===== src/rtl/svc_axi_router_rd.sv =====
// svc_axi_router_rd: AXI read-channel fan-out router, one manager to NUM_S
// subordinates. The upper address bits pick the subordinate; one burst is in
// flight at a time. Addresses that decode past NUM_S get a local DECERR burst.
module svc_axi_router_rd #(
    parameter int NUM_S          = 2,
    parameter int AXI_ADDR_WIDTH = 8,
    parameter int AXI_DATA_WIDTH = 16,
    parameter int AXI_ID_WIDTH   = 4,
    parameter int S_SEL_WIDTH    = $clog2(NUM_S)
) (
    input  logic                                       clk,
    input  logic                                       rst_n,
    // manager side
    input  logic                                       s_axi_arvalid,
    output logic                                       s_axi_arready,
    input  logic [AXI_ID_WIDTH-1:0]                    s_axi_arid,
    input  logic [AXI_ADDR_WIDTH-1:0]                  s_axi_araddr,
    input  logic [7:0]                                 s_axi_arlen,
    input  logic [2:0]                                 s_axi_arsize,
    input  logic [1:0]                                 s_axi_arburst,
    output logic                                       s_axi_rvalid,
    output logic [AXI_ID_WIDTH-1:0]                    s_axi_rid,
    output logic [AXI_DATA_WIDTH-1:0]                  s_axi_rdata,
    output logic [1:0]                                 s_axi_rresp,
    output logic                                       s_axi_rlast,
    input  logic                                       s_axi_rready,
    // subordinate side
    output logic [NUM_S-1:0]                           m_axi_arvalid,
    output logic [NUM_S-1:0][AXI_ID_WIDTH-1:0]         m_axi_arid,
    output logic [NUM_S-1:0][AXI_ADDR_WIDTH-1:0]       m_axi_araddr,
    output logic [NUM_S-1:0][7:0]                      m_axi_arlen,
    output logic [NUM_S-1:0][2:0]                      m_axi_arsize,
    output logic [NUM_S-1:0][1:0]                      m_axi_arburst,
    input  logic [NUM_S-1:0]                           m_axi_arready,
    input  logic [NUM_S-1:0]                           m_axi_rvalid,
    input  logic [NUM_S-1:0][AXI_ID_WIDTH-1:0]         m_axi_rid,
    input  logic [NUM_S-1:0][AXI_DATA_WIDTH-1:0]       m_axi_rdata,
    input  logic [NUM_S-1:0][1:0]                      m_axi_rresp,
    input  logic [NUM_S-1:0]                           m_axi_rlast,
    output logic [NUM_S-1:0]                           m_axi_rready
);

    // select register is at least one bit wide so NUM_S==1 still elaborates
    localparam int SW = (S_SEL_WIDTH > 0) ? S_SEL_WIDTH : 1;

    typedef enum logic [1:0] {S_IDLE, S_AR, S_R, S_ERR} state_t;

    state_t                      r_state, w_next;
    logic                        r_arready;
    logic [AXI_ID_WIDTH-1:0]     r_id;
    logic [AXI_ADDR_WIDTH-1:0]   r_addr;
    logic [7:0]                  r_len;
    logic [2:0]                  r_size;
    logic [1:0]                  r_burst;
    logic [SW-1:0]               r_sel;
    logic [7:0]                  r_cnt;
    logic [SW-1:0]               w_sel;
    logic                        w_sel_ok;
    logic                        w_ar_hs;

    generate
        if (NUM_S == 1) begin : g_sel_one
            assign w_sel = '0;
        end else begin : g_sel_dec
            assign w_sel = s_axi_araddr[AXI_ADDR_WIDTH-1 -: S_SEL_WIDTH];
        end
    endgenerate

    // a select field can encode more lanes than exist when NUM_S is not a power of 2
    assign w_sel_ok      = (32'(w_sel) < NUM_S);
    assign s_axi_arready = r_arready;
    assign w_ar_hs       = (r_state == S_IDLE) && s_axi_arvalid && r_arready;

    // AR fields come straight from the captured request on every lane; only
    // arvalid is steered, so the fields are stable for the whole AR phase
    genvar gi;
    generate
        for (gi = 0; gi < NUM_S; gi++) begin : g_lane
            assign m_axi_arid[gi]    = r_id;
            assign m_axi_araddr[gi]  = r_addr;
            assign m_axi_arlen[gi]   = r_len;
            assign m_axi_arsize[gi]  = r_size;
            assign m_axi_arburst[gi] = r_burst;
        end
    endgenerate

    // state, registered arready, request capture and DECERR beat counter
    always_ff @(posedge clk or negedge rst_n) begin
        if (!rst_n) begin
            r_state   <= S_IDLE;
            r_arready <= 1'b0;
            r_id      <= '0;
            r_addr    <= '0;
            r_len     <= '0;
            r_size    <= '0;
            r_burst   <= '0;
            r_sel     <= '0;
            r_cnt     <= '0;
        end else begin
            r_state   <= w_next;
            r_arready <= (w_next == S_IDLE);
            if (w_ar_hs) begin
                r_id    <= s_axi_arid;
                r_addr  <= s_axi_araddr;
                r_len   <= s_axi_arlen;
                r_size  <= s_axi_arsize;
                r_burst <= s_axi_arburst;
                r_sel   <= w_sel;
                r_cnt   <= s_axi_arlen;
            end else if (r_state == S_ERR && s_axi_rready && r_cnt != 8'd0) begin
                r_cnt   <= r_cnt - 8'd1;
            end
        end
    end

    // next state plus AR steering and the R mux / DECERR generator
    always_comb begin
        w_next        = r_state;
        m_axi_arvalid = '0;
        m_axi_rready  = '0;
        s_axi_rvalid  = 1'b0;
        s_axi_rid     = '0;
        s_axi_rdata   = '0;
        s_axi_rresp   = '0;
        s_axi_rlast   = 1'b0;
        case (r_state)
            S_IDLE: begin
                if (w_ar_hs) w_next = w_sel_ok ? S_AR : S_ERR;
            end
            S_AR: begin
                m_axi_arvalid[r_sel] = 1'b1;
                if (m_axi_arready[r_sel]) w_next = S_R;
            end
            S_R: begin
                s_axi_rvalid        = m_axi_rvalid[r_sel];
                s_axi_rid           = m_axi_rid[r_sel];
                s_axi_rdata         = m_axi_rdata[r_sel];
                s_axi_rresp         = m_axi_rresp[r_sel];
                s_axi_rlast         = m_axi_rlast[r_sel];
                m_axi_rready[r_sel] = s_axi_rready;
                if (m_axi_rvalid[r_sel] && s_axi_rready && m_axi_rlast[r_sel])
                    w_next = S_IDLE;
            end
            S_ERR: begin
                s_axi_rvalid = 1'b1;
                s_axi_rid    = r_id;
                s_axi_rresp  = 2'b11;
                s_axi_rlast  = (r_cnt == 8'd0);
                if (s_axi_rready && r_cnt == 8'd0) w_next = S_IDLE;
            end
            default: w_next = S_IDLE;
        endcase
    end

endmodule


===== config.mk =====
export PLATFORM = sky130hd
export DESIGN_NAME = svc_axi_router_rd
export DESIGN_NICKNAME = d
export VERILOG_FILES = /design/src/rtl/svc_axi_router_rd.sv
export SDC_FILE = /design/constraint.sdc
export NUM_CORES = 1
export LEC_CHECK = 0
export ABC_AREA = 1
export CELL_PAD_IN_SITES_DETAIL_PLACEMENT = 1
export CELL_PAD_IN_SITES_GLOBAL_PLACEMENT = 1
export CORE_UTILIZATION = 25
export DETAILED_ROUTE_END_ITERATION = 10
export PLACE_DENSITY_LB_ADDON = 0.1
export SKIP_CTS_REPAIR_TIMING = 1
export SYNTH_ARGS = -nofsm -noshare
export SYNTH_HDL_FRONTEND = slang
export SYNTH_SLANG_ARGS = --single-unit

===== constraint.sdc =====
create_clock -name clk -period 2.8 [get_ports clk]
set_input_delay 0.42 -clock clk [delete_from_list [all_inputs] [get_ports clk]]
set_output_delay 0.42 -clock clk [all_outputs]
set_load 0.005 [all_outputs]

== After elaboration in Yosys (flattened, before gate mapping) ==
Cells that the tools add are included.
Storage, ports and cells
  bits in registers: 37
  input bits: 79
  output and inout bits: 79
  word-level logic and storage cells: 57
Operators by class
  add/subtract/negate cells: 1
  $lt $le $gt $ge: 2
  equality and inequality tests: 3
  multiplexer cells: 28
  bitwise operators: 1
  reductions and logical operators: 13
Operators by type and width (number)
  16-bit 2-to-1 mux: 3
  2-bit 2-to-1 mux: 8
  8-bit 2-to-1 mux: 2
  1-bit logical AND: 8
  8-bit zero test: 1
  4-bit 2-to-1 mux: 2
  2-bit case mux with 4 select lines: 1
  4-bit case mux with 2 select lines: 1
  8-bit nonzero test: 1
  8-bit by 1-bit subtractor with 8-bit output (second input constant): 1
  1-bit 2-to-1 mux: 7
  2-bit == test (second input constant): 2
  2-bit zero test: 2
  1-bit case mux with 2 select lines: 2
  2-bit case mux with 2 select lines: 1
  2-bit AND: 1
  2-bit by 1-bit == test with 1-bit output (second input constant): 1
  1-bit by 2-bit less-than comparator with 1-bit output (second input constant): 1
  2-bit nonzero test: 1
  1-bit demux with 1-bit select: 1
  1-bit greater-or-equal comparator (second input constant): 1

== Logic depth before layout (Yosys ltp) ==
Gate-level depths: netlist of the first run.
  word-level depth: 7
  gate-level depth with buffers: 9
  mapped depth without buffers: 9

== Least setup slack after synthesis of the first run ==
Ideal clock, no wire load.
  kind: register to output
  start point: register r_addr[7] (netlist name)
  end point: output port s_axi_rresp[1]
  data arrival time: 1.034 ns
  required time: 2.380 ns
  path slack: 1.346 ns
  cell stages (with the launch flop): 6
  buffers on the path: 2
  path through: dfrtp_1 > buf_6 > inv_2 > buf_2 > nand2_1 > a21oi_1
RTL lines
  end, declared: RTL line 24  | output logic [1:0] s_axi_rresp,

== Worst setup path after layout of the first run ==
  start point: register r_state[0]
  end point: output port s_axi_rid[3]
Between the ends
  longest elaborated chain between the ends: 2
  elaborated cells between the ends (all ways): 3
  classes of those cells: eq/ne: 2; mux: 1
RTL lines
  start, declared: RTL line 48  | state_t r_state, w_next;
  start signal, assigned: RTL line 100  | r_state <= w_next;
  2-bit == test: RTL line 126  | case (r_state)
  4-bit case mux with 2 select lines *: RTL line 126
  end, declared: RTL line 22  | output logic [AXI_ID_WIDTH-1:0] s_axi_rid,
Every way passes the cells marked *; elsewhere a longest branch is shown, timed or not.

==> results.toml, run 1 <==
[status]
run_status = "finished, violations left"
failed_checks = "design-rule violations"

[placement]
gp_congestion = 0.750
placement.io_buffers = 157
place_worst_setup_slack_ns = 0.528
placedInstanceArea_um2 = 3770
place_hpwl_um = 6260

[cts]
clock_insertion_delay_worst_skew_ns = 0.29
cts_root_buf = "sky130_fd_sc_hd__clkbuf_8"
cts_made_buffers = 5
clockBufferDepth = 2
cts_sinks = 36
cts-htree-levels = 2
tritoncts = "done"
clkSlewWorstSetupHoldPaths_ns = 0.07

[detailed_routing]
totalWireLength_um = 8230
route.vias.total = 2593
dr.pass1.iters = 7
routed_wire_length_per_instance_um = 14.4
detail_route.drc_violations = 13
drt.antenna.violating_nets = 0
post_drt_via_cell_ratio = 4.54
dr.first_iter.drc_count = 84

[synth]
ys_async_sr_fraction_pct = 100
synth_edf_count = 0
yosys-top-cells-count = "sky130_fd_sc_hd__nand2_1, sky130_fd_sc_hd__dfrtp_1, sky130_fd_sc_hd__buf_4"
synth_seq_area_share_pct = 38.8
syn-instance-count = 334
yosysTopAreaCell = "sky130_fd_sc_hd__dfrtp_1"
synth_area_leaders = "sky130_fd_sc_hd__dfrtp_1, sky130_fd_sc_hd__nand2_1, sky130_fd_sc_hd__buf_4"
yosysWarningCount = 0
dominantRegCellSynth = "sky130_fd_sc_hd__dfrtp_1"
yosys.area.top_type_share_pct = 38.8
average_footprint_of_a_synthesized_cell_um2 = 6.96
yosysMostFrequentCell = "sky130_fd_sc_hd__nand2_1"
synth_nets = 415
yosys_register_bits = 36
post_synth_num_cell_types = 26
syn-cell-area_um2 = 2320

[pwr]
power_density_relative_to_cell_area_nw_per_um2 = 955
power.static_leakage_nw = 1.76
irDropWorstVdd_uv = 414
power.total_mw = 3.68

[floorplan]
num_rows = 34
die_width_um = 98.4
io_pins = 158
dieHeight_um = 98.4
core_area_um2 = 8850
floorplan.die_area_um2 = 9690
initial_core_util_pct = 26.3

[layout]
finished_layout_cell_area_um2 = 3850
final_nets = 543
post_route_cells_drive_above_1_share_pct = 5.18
synthToLayoutAreaGrowth_pct = 65.7
diodes = 0

[worst_setup_path]
worst_setup_path_end_kind = "output pin"
timing.critical_path.required_ns = 2.38
critical_path.max_fanout = 19
worst-setup-path-type = "flip-flop to output pin"
critical_path_arrival_ns = 2.09
crit_path_start_kind = "flip-flop"

[sta]
report.final.slew_viol_count = 0
setup_total_negative_slack_ns = 0
timing_hold_violations_final = 0
tightestPinTransition_ns = 0.830
rsz0062_at_grt = "false"
achievable-frequency_ghz = 0.399
finClkSkew_ns = 0.0121
slew-limit-headroom_pct = 44.7
finalSetupViolations = 0
post-route-min-period_ns = 2.51
crit_share_post_route_pct = 89.5
postLayoutSetupSlackWorst_ns = 0.293

[global_routing]
groute.usage.overall_pct = 17.2
maximum_number_of_pins_on_one_net_before_global_route_repair = 37
grt_pass1_wl_um = 13400
overflow = 0
initial_antenna_violation_count = 0
grt_pass1_vias = 2662

[flow_run]
maxCapViolations = 0

[min_path]
min_path_type = "input pin to async pin"
-- cell families (layout without fill, tap and decap cells) --
group	Yosys count	after routing	synth area share, %
DFF	36	36	38.8
and+or+nand+nor	198	198	35.8
buffers and inverters	57	186	15.0
adders and majority gates	2	2	1.08
AOI/OAI and AO/OA	41	41	9.36
-- metrics by stage --
stage,util (%),instances,hold WS (ns)
after global routing,43.5,571,0.294
after CTS,43.5,571,0.259
after floorplan,-,334,0.124
after global placement,42.6,563,0.489
final,43.5,571,0.227
after detailed placement,42.6,563,0.497
-- critical path: stages (launching register included) --
cell	delay [ns]
sky130_fd_sc_hd__dfrtp_1	0.42
sky130_fd_sc_hd__inv_2	0.12
sky130_fd_sc_hd__nand2_2	0.22
sky130_fd_sc_hd__inv_1	0.22
sky130_fd_sc_hd__o21ai_0	0.10
sky130_fd_sc_hd__o21ai_0	0.19
sky130_fd_sc_hd__clkdlybuf4s50_1	0.53
-- cells in the final DEF (no fill, tap or decap), types with 3 or more instances in the layout --
master                            instances
sky130_fd_sc_hd__a21oi_1                 21
sky130_fd_sc_hd__clkbuf_8                 5
sky130_fd_sc_hd__clkdlybuf4s50_1        156
sky130_fd_sc_hd__dfrtp_1                 36
sky130_fd_sc_hd__inv_1                   14
sky130_fd_sc_hd__inv_2                    4
sky130_fd_sc_hd__nand2_1                149
sky130_fd_sc_hd__nand3_1                 18
sky130_fd_sc_hd__nor2_1                  19
sky130_fd_sc_hd__o21ai_0                 15
sky130_fd_sc_hd__o21ai_2                  3
-- where the power goes --
| group | leakage [nW] | switching [mW] | internal [mW] |
|---|---|---|---|
| Sequential | 0.452 | 0.232 | 0.760 |
| Clock | 0.0424 | 0.193 | 0.178 |
| Combinational | 1.27 | 1.07 | 1.25 |
| Total | 1.76 | 1.49 | 2.19 |
-- routing by layer --
layer / share of wire [%] / global-route usage [%] / wire (um)
met1: 45 / 22.6 / 3730
met2: 47 / 29.3 / 3860
met3: 7.0 / 3.12 / 577
met4: 0.92 / 4.13 / 76
met5: 0 / 0 / 0
-- final timing paths --
kind | start | endpoint | slack [ns] | cells past startpoint
max | r_state[0] | s_axi_rid[3] | 0.29 | 6
min | rst_n | r_addr[6] | 0.23 | 1
max reg2reg | r_state[0] | r_cnt[6] | 1.14 | 7
min reg2reg | r_size[1] | r_size[1] | 0.51 | 2
max in group asynchronous | rst_n | s_axi_arready | 2.04 | 1
min in group clk | r_size[1] | r_size[1] | 0.51 | 2
-- sequential cells by signal, indices dropped and copies added, names as in the netlist --
name,count
r_size,3
r_len,8
s_axi_arready,1
r_id,4
r_addr,8
r_burst,2
r_cnt,8
r_state,2
-- cell type report --
| type | count | area (um2) |
|---|---|---|
| fillers | 1089 | 5000 |
| repair buffers | 159 | 1580 |
| multi-input cells | 241 | 1070 |
| flip-flops and latches | 36 | 901 |
| well taps | 108 | 135 |
| clock buffers | 7 | 76.3 |
| inverters | 19 | 73.8 |
| clock inverters | 1 | 8.76 |
Power figures use the tool's default switching activity.
==> run 2, diff against run 1 <==
Settings changed: TNS_END_PERCENT from default to 30.
==> results of run 2 <==
The final DEF is identical to that of run 1; final timing and power are the same.
